==> config.mk <==
export PLATFORM = sky130hd
export DESIGN_NAME = mem_arbiter
export DESIGN_NICKNAME = d
export VERILOG_FILES = /design/src/rtl/mem_arb_pkg.sv /design/src/rtl/wait_timer.sv /design/src/rtl/mem_arbiter.sv
export SDC_FILE = /design/constraint.sdc
export NUM_CORES = 1
export LEC_CHECK = 0
export ABC_AREA = 1
export CAP_MARGIN = 20
export CELL_PAD_IN_SITES_DETAIL_PLACEMENT = 1
export CELL_PAD_IN_SITES_GLOBAL_PLACEMENT = 2
export CORE_ASPECT_RATIO = 0.6
export CORE_UTILIZATION = 19
export DETAILED_ROUTE_END_ITERATION = 7
export GPL_TIMING_DRIVEN = 0
export HOLD_SLACK_MARGIN = 0.15
export PLACE_DENSITY_LB_ADDON = 0.1
export SYNTH_ARGS = -nofsm -noshare
export SYNTH_HDL_FRONTEND = slang
export SYNTH_SLANG_ARGS = --single-unit
==> constraint.sdc <==
create_clock -name clk -period 1.74 [get_ports clk]
set_input_delay 0.174 -clock clk [delete_from_list [all_inputs] [get_ports clk]]
set_output_delay 0.174 -clock clk [all_outputs]
set_load 0.01 [all_outputs]
==> src/rtl/mem_arb_pkg.sv <==
// Shared types and constants for the instruction/data memory arbiter.
package mem_arb_pkg;

   localparam int unsigned TIMEOUT_DEFAULT = 16;
   localparam int unsigned CNT_W           = 8;

   typedef enum logic [1:0] {
      StIdle,
      StFetch,
      StData,
      StDone
   } state_e;

   typedef enum logic [1:0] {
      OP_FETCH,
      OP_LOAD,
      OP_STORE
   } op_e;

endpackage

==> src/rtl/wait_timer.sv <==
// Busy-cycle counter for one memory access; flags the busy cycle that reaches the limit.
module wait_timer
   import mem_arb_pkg::*;
(
   input  logic             clk,
   input  logic             rst,
   input  logic             clear,
   input  logic             enable,
   input  logic [CNT_W-1:0] limit,
   output logic             expired
);

   logic [CNT_W-1:0] count_q;

   always_ff @(posedge clk) begin
      if (rst || clear) begin
         count_q <= '0;
      end else if (enable) begin
         count_q <= count_q + 1'b1;
      end
   end

   // Raised on the busy cycle whose increment would bring the count to the limit.
   assign expired = enable && (count_q == limit - 1'b1);

endmodule

==> src/rtl/mem_arbiter.sv <==
// Arbitrates fetch and data requests onto a single memory port; data wins over fetch.
module mem_arbiter
   import mem_arb_pkg::*;
#(
   parameter int unsigned ADDR_W  = 32,
   parameter int unsigned DATA_W  = 32,
   parameter int unsigned TIMEOUT = TIMEOUT_DEFAULT
) (
   input  logic              clk,
   input  logic              rst,
   input  logic              i_req,
   input  logic [ADDR_W-1:0] i_addr,
   input  logic              d_read,
   input  logic              d_write,
   input  logic [ADDR_W-1:0] d_addr,
   input  logic [DATA_W-1:0] d_wdata,
   output logic              i_ready,
   output logic [DATA_W-1:0] i_rdata,
   output logic              d_ready,
   output logic [DATA_W-1:0] d_rdata,
   output logic              err,
   output logic              mem_read,
   output logic              mem_write,
   output logic [ADDR_W-1:0] mem_addr,
   output logic [DATA_W-1:0] mem_wdata,
   input  logic [DATA_W-1:0] mem_rdata,
   input  logic              mem_busy
);

   state_e            state_q, state_d;
   op_e               op_q, op_d;
   logic [ADDR_W-1:0] addr_q, addr_d;
   logic [DATA_W-1:0] wdata_q, wdata_d;
   logic [DATA_W-1:0] irdata_q, irdata_d;
   logic [DATA_W-1:0] drdata_q, drdata_d;
   logic              err_q, err_d;

   logic strobe;
   logic expired;
   logic complete;
   logic abort;

   assign strobe   = (state_q == StFetch) || (state_q == StData);
   assign complete = strobe && !mem_busy;
   assign abort    = expired;

   wait_timer u_wait_timer (
      .clk     (clk),
      .rst     (rst),
      .clear   (state_q == StIdle),
      .enable  (strobe && mem_busy),
      .limit   (CNT_W'(TIMEOUT)),
      .expired (expired)
   );

   always_comb begin
      state_d  = state_q;
      op_d     = op_q;
      addr_d   = addr_q;
      wdata_d  = wdata_q;
      irdata_d = irdata_q;
      drdata_d = drdata_q;
      err_d    = err_q;
      unique case (state_q)
         StIdle: begin
            err_d = 1'b0;
            if (d_read || d_write) begin
               state_d = StData;
               op_d    = d_write ? OP_STORE : OP_LOAD;
               addr_d  = d_addr;
               wdata_d = d_wdata;
            end else if (i_req) begin
               state_d = StFetch;
               op_d    = OP_FETCH;
               addr_d  = i_addr;
            end
         end
         StFetch, StData: begin
            if (complete || abort) begin
               state_d = StDone;
               err_d   = abort;
               if (op_q == OP_FETCH) begin
                  irdata_d = abort ? '0 : mem_rdata;
               end else if (op_q == OP_LOAD) begin
                  drdata_d = abort ? '0 : mem_rdata;
               end
            end
         end
         StDone: begin
            state_d = StIdle;
         end
         default: begin
            state_d = StIdle;
         end
      endcase
   end

   always_ff @(posedge clk) begin
      if (rst) begin
         state_q  <= StIdle;
         op_q     <= OP_FETCH;
         addr_q   <= '0;
         wdata_q  <= '0;
         irdata_q <= '0;
         drdata_q <= '0;
         err_q    <= 1'b0;
      end else begin
         state_q  <= state_d;
         op_q     <= op_d;
         addr_q   <= addr_d;
         wdata_q  <= wdata_d;
         irdata_q <= irdata_d;
         drdata_q <= drdata_d;
         err_q    <= err_d;
      end
   end

   assign mem_read  = (state_q == StFetch) || (state_q == StData && op_q == OP_LOAD);
   assign mem_write = (state_q == StData) && (op_q == OP_STORE);
   assign mem_addr  = addr_q;
   assign mem_wdata = wdata_q;
   assign i_rdata   = irdata_q;
   assign d_rdata   = drdata_q;

   // A reset arriving while DONE is showing suppresses the pulse so the access is discarded.
   assign i_ready = (state_q == StDone) && (op_q == OP_FETCH) && !rst;
   assign d_ready = (state_q == StDone) && (op_q != OP_FETCH) && !rst;
   assign err     = (state_q == StDone) && err_q && !rst;

endmodule

# After elaboration in Yosys (flattened, before gate mapping)
# Index checks and enable logic that the tools add are counted.
# W data, S select, Z words.
# word_totals
register_bits	141
in_bits	134
output_inout_bits	133
word_cells	60
# classes
add_sub_neg	1
eq_ne	8
n_mux	12
bitwise	1
reduce_logical	30
# ops
operator	n
$mux W32	3
$mux W2	6
$logic_and A1 B1 Y1	11
$add A8 B1 Y8 const B	1
$eq A8 B4 Y1 const B	1
$reduce_and A2 Y1	4
$eq A2 B2 Y1 const B	3
$pmux W2 S3	1
$reduce_bool A2 Y1	3
$logic_or A1 B1 Y1	5
$eq A2 B1 Y1 const B	2
$logic_not A2 Y1	2
$reduce_and A4 Y1	1
$ne A3 B3 Y1 const B	1
$reduce_and A3 Y1	1
$logic_not A1 Y1	2
$ne A2 B2 Y1 const B	1
$pmux W1 S2	1
$reduce_or A2 Y1	1
$mux W1	1
$not A1 Y1	1

# Logic depth before layout (Yosys ltp)
# Gate-level depths: netlist of the first run.
# depth
depth_word	7
ltp_mapped	12
ltp_nobuf	10

# By module
# A second synthesis of the first run with hierarchy kept.
# hier_totals
cells_unflattened	1027
area_unflattened_um2	6606.3
# by_module_without_submodules
module	n_inst	cells_each	area_each_um2	seq_area_each_um2
mem_arbiter	1	920	5963.2	2662.6
wait_timer	1	107	643.1	160.2

# Worst setup path after synthesis of the first run
# OpenSTA, ideal clock, no wires.
# synth_path
kind	flip-flop to flip-flop
startpoint	register state_q[0]
endpoint	register irdata_q[11] (netlist: i_rdata[11])
setup_time_ps	113
t_arrival_ps	1635
required_time_ps	1627
slack_ps	-8
stages_incl_launch_ff	12
n_path_buf	2
period_less_slack_ps	1748
path_cell_list	dfxtp_1 inv_1 ha_1 nand3_2 nor2_4 nand2_4 nand2_2 buf_6 nand2_4 buf_2 nor2_1 nor2_1
# synth_via
elab_chain_len	6
elab_cells_between_ends	10
cone_classes	eq/ne (2); mux (1); reduce/logical (7)
# synth_lines
element	line	text
start: declaration	mem_arbiter.sv:30	state_e state_q, state_d;
start signal: assignment	mem_arbiter.sv:100	state_q <= StIdle;
start signal: assignment	mem_arbiter.sv:108	state_q <= state_d;
$eq A2 B1 Y1 / $eq A2 B2 Y1 (equally long branches)	mem_arbiter.sv:43, mem_arbiter.sv:64	
$logic_or A1 B1 Y1	mem_arbiter.sv:43	assign strobe = (state_q == StFetch) || (state_q == StData);
$logic_and A1 B1 Y1	mem_arbiter.sv:51	.enable (strobe && mem_busy),
$logic_and A1 B1 Y1	wait_timer.sv:24	assign expired = enable && (count_q == limit - 1'b1);
$logic_or A1 B1 Y1	mem_arbiter.sv:79	if (complete || abort) begin
$reduce_and A3 Y1 (no line)	-	
end signal: assignment	mem_arbiter.sv:112	irdata_q <= irdata_d;
end: declaration	mem_arbiter.sv:34	logic [DATA_W-1:0] irdata_q, irdata_d;
# Several ways; a longest one is shown, not always the timed one.
# A chain may end at the register's enable or synchronous reset.

# Final worst setup path of the first run
# layout_path
startpoint	register state_q[0]
endpoint	register drdata_q[23] (netlist: d_rdata[23])
# layout_via
elab_chain_len	6
elab_cells_between_ends	10
cone_classes	eq/ne (2); mux (1); reduce/logical (7)
# layout_lines
element	line	text
$eq A2 B1 Y1 / $eq A2 B2 Y1 (equally long branches)	mem_arbiter.sv:43, mem_arbiter.sv:64	
$logic_or A1 B1 Y1	mem_arbiter.sv:43	
$logic_and A1 B1 Y1	mem_arbiter.sv:51	
$logic_and A1 B1 Y1	wait_timer.sv:24	
$logic_or A1 B1 Y1	mem_arbiter.sv:79	
$reduce_and A4 Y1 (no line)	-	
end signal: assignment	mem_arbiter.sv:113	drdata_q <= drdata_d;
end: declaration	mem_arbiter.sv:35	logic [DATA_W-1:0] drdata_q, drdata_d;
# Several ways; a longest one is shown, not always the timed one.

==> flow_summary.toml, run 1 <==
[worst_setup_path]
cp_slowest_cell = "dfxtp_2"
reg2reg_setup_slack_ns = -0.1
path_cells = "inv_4 > ha_4 > nand3_4 > nor2_4 > nand2_4 > buf_6 > buf_12 > clkbuf_16 > nand2_8 > nand3_2 > nand2_2 > nor2_1"
startpoint_type = "register"
cp_num_buf_inv = 4
timing.rr.end = "d_rdata[23]$_SDFFE_PP0P_"
slowest_delay_ns = 0.35
critPathRequiredTime_ns = 2.07
crit_type = "reg2reg"
rr_startpoint = "state_q[0]$_SDFFE_PP0P_"
end_kind = "register"
reg2reg_depth = 12
arrival_ns = 2.17
critPathTopFamily = "simple AND/OR/NAND/NOR gates"
cp_max_fo = 6

[floorplan]
rows = 49
die_area_mm2 = 0.0321
die_h_um = 139
initial_utilization_pct = 19.6
ioPinCount = 267
die_x_um = 231
core_area_mm2 = 0.0304

[detailed_routing]
wl_per_cell_um = 17.5
wl_um = 28000
drc = 0
via_per_inst = 4.21
drtIter0Drc = 227
antenna_left = 0
vias = 6736
first_pass_iters = 4

[timing]
holdWs_ns = 0.309
worstMarginPinSlew_ns = 0.811
fmax_ghz = 0.544
period_needed_ns = 1.84
rsz0062_at_grt = "true"
fin_skew_ns = 0.0115
report.final.slew_viol_count = 0
finalSetupTns_ns = -2.05
setup_ws_ns = -0.0995
report.final.hold_viol_count = 0
max_slew_margin_pct = 45.9
period_share_pct = 106
setup-violations-final = 53

[worst_hold_path]
hp-start = "d_addr[23]"
whs_path_depth = 3
min_to = "mem_addr[23]$_SDFFE_PP0P_"
hp-class = "in2reg"

[global_route]
first_global_vias = 6988
grt_overflow = 0
grtUsageTotal_pct = 17.6
antenna_found_initial = 0
grt_max_degree = 17
grt_pass1_wl_um = 42600

[clock_tree]
clk_pin_slew_worst_paths_ns = 0.06
numCtsBuffers = 17
cts_tree = "done"
clock_latency_ns = 0.44
cts_sinks = 141
htree_levels = 4
root_buffer = "clkbuf_16"
clk_path_buf_depth = 2

[job]
cap_violations = 0

[outcome]
status = "finished with violations"
violations = "setup timing"

[synthesis]
synth.avg_cell_area_um2 = 6.93
synth_edf_count = 0
ys_ff_latch = 141
synthArstFlopShare_pct = 0
syn_area_mm2 = 0.00596
synth_largest_area_cell = "dfxtp_1"
syn_inst = 860
yosys_warnings = 0
synth_cell_types = 26
synth_flop_cell = "dfxtp_1"
yosysSeqAreaShare_pct = 47.4
synth_fp_nets = 1000
synth_top_area_share_pct = 47.4
synth_area_leaders = "dfxtp_1, nand2_1, nor2_1"

[cells_and_area]
fin_nets = 1319
stdcell_count = 1601
area_growth_pct = 89.7
fillers = 3596
final-seq-area_mm2 = 0.00283
design_area_mm2 = 0.0113
drive_above_1_share_pct = 22.6
multi_input_area_mm2 = 0.00355

[placed_design]
dpl_cell_area_mm2 = 0.00914
place.gp.congestion = 0.769
hpwl_um = 20500
numPortBuffers = 266
place_inst = 1534
dp_slack_ns = -0.784

[power_and_ir_drop]
leakage_nw = 4.51
power_density_mw_per_mm2 = 1480
irDropWorstVdd_mv = 0.703
[synth_stat cells (2+ instances only)]
library cell and count:
inv_1 62, buf_6 2, a21oi_1 47, nor2_1 180, nand2_1 205, nor3_1 2, buf_1 5, nand2_4 2
a31oi_1 32, nand2_2 2, dfxtp_1 141, clkbuf_1 27, ha_1 6, nand3_1 43, buf_2 22, o21ai_0 72
[power by group]
part / switching [mW] / internal, mW
Combinational: 4.19 / 3.98
Sequential: 0.479 / 4.13
Clock: 1.60 / 2.30
Total: 6.27 / 10.4
[placed cells by master (no fill, tap or decap), types with 31 or more instances in the layout]
cell,count
clkdlybuf4s50_1,261
nor2_1,157
nand2_1,142
dfxtp_1,137
o21ai_0,71
inv_1,58
a21oi_1,37
nand2_2,37
a31oi_1,32
nand3_2,31
[worst max path at each step]
stage               slack, ns                       end  depth (start not counted)                     from
detailed placement      -0.78                  mem_read                          5     op_q[0]$_SDFFE_PP0P_
global placement        -0.77                  mem_read                          5     op_q[0]$_SDFFE_PP0P_
floorplan                0.05  i_rdata[11]$_SDFFE_PP0P_                         11  state_q[0]$_SDFFE_PP0P_
global route            -0.19  i_rdata[23]$_SDFFE_PP0P_                         12  state_q[1]$_SDFFE_PP0P_
finish                   -0.1  d_rdata[23]$_SDFFE_PP0P_                         12  state_q[0]$_SDFFE_PP0P_
CTS                     -0.16  d_rdata[16]$_SDFFE_PP0P_                         12  state_q[0]$_SDFFE_PP0P_
[final cells by class]
class,count,area share (%)
Multi-Input combinational cell,599,31.4
Antenna cell,1,0.0221
Timing Repair Buffer,300,27.5
Tap cell,408,4.52
Timing Repair inverter,1,0.0554
Sequential cell,141,25.1
Clock inverter,13,1.45
Inverter,64,2.24
Clock buffer,19,3.92
Buffer,55,3.79
[logic make-up after synthesis]
family / synth area share (%)
xor+xnor: 0.147
fa+ha+maj: 1.26
simple gates: 29.4
buf+inv: 8.28
compound gates: 13.5
flops: 47.4
[flip-flops by register name, indices dropped and copies added (netlist names)]
name                  cells
err_q                     1
state_q                   2
mem_wdata                32
u_wait_timer.count_q      8
mem_addr                 32
i_rdata                  32
d_rdata                  32
op_q                      2
[per-layer routing]
layer	part of all wire, %	track usage, %
met1	52	25.9
met2	42	24.7
met3	5.5	5.22
met4	0.91	4.36
met5	0	0
[worst register-to-register path: stages, from the launching register on]
cell       delay, ns
dfxtp_2         0.35
inv_4           0.05
ha_4            0.29
nand3_4         0.08
nor2_4          0.13
nand2_4         0.08
buf_6           0.13
buf_12          0.14
clkbuf_16       0.19
nand2_8         0.10
nand3_2         0.08
nand2_2         0.08
nor2_1          0.05
[timing repair]
| item | in CTS | in global routing |
|---|---|---|
| pin swaps | 29 | 52 |
| setup buffers | 24 | 4 |
| gates cloned | 7 | 3 |
| setup endpoints to repair | 134 | 117 |
| hold buffers | 0 | 0 |
| gates resized for setup | 196 | 137 |
[through the flow]
| step | power [mW] | util, % |
|---|---|---|
| floorplan | 7.59 | - |
| global placement | 10.8 | 30.1 |
| detailed placement | 10.9 | 30.1 |
| CTS | 16.6 | 35.5 |
| global route | 17.8 | 37.1 |
| finish | 16.7 | 37.2 |
(Power assumes the default switching activity.)
==> run 2: changes to the inputs <==
Settings changed: CAP_MARGIN 20 to 0.
==> results of run 2 <==
The final DEF is identical to that of run 1; final timing and power are the same.
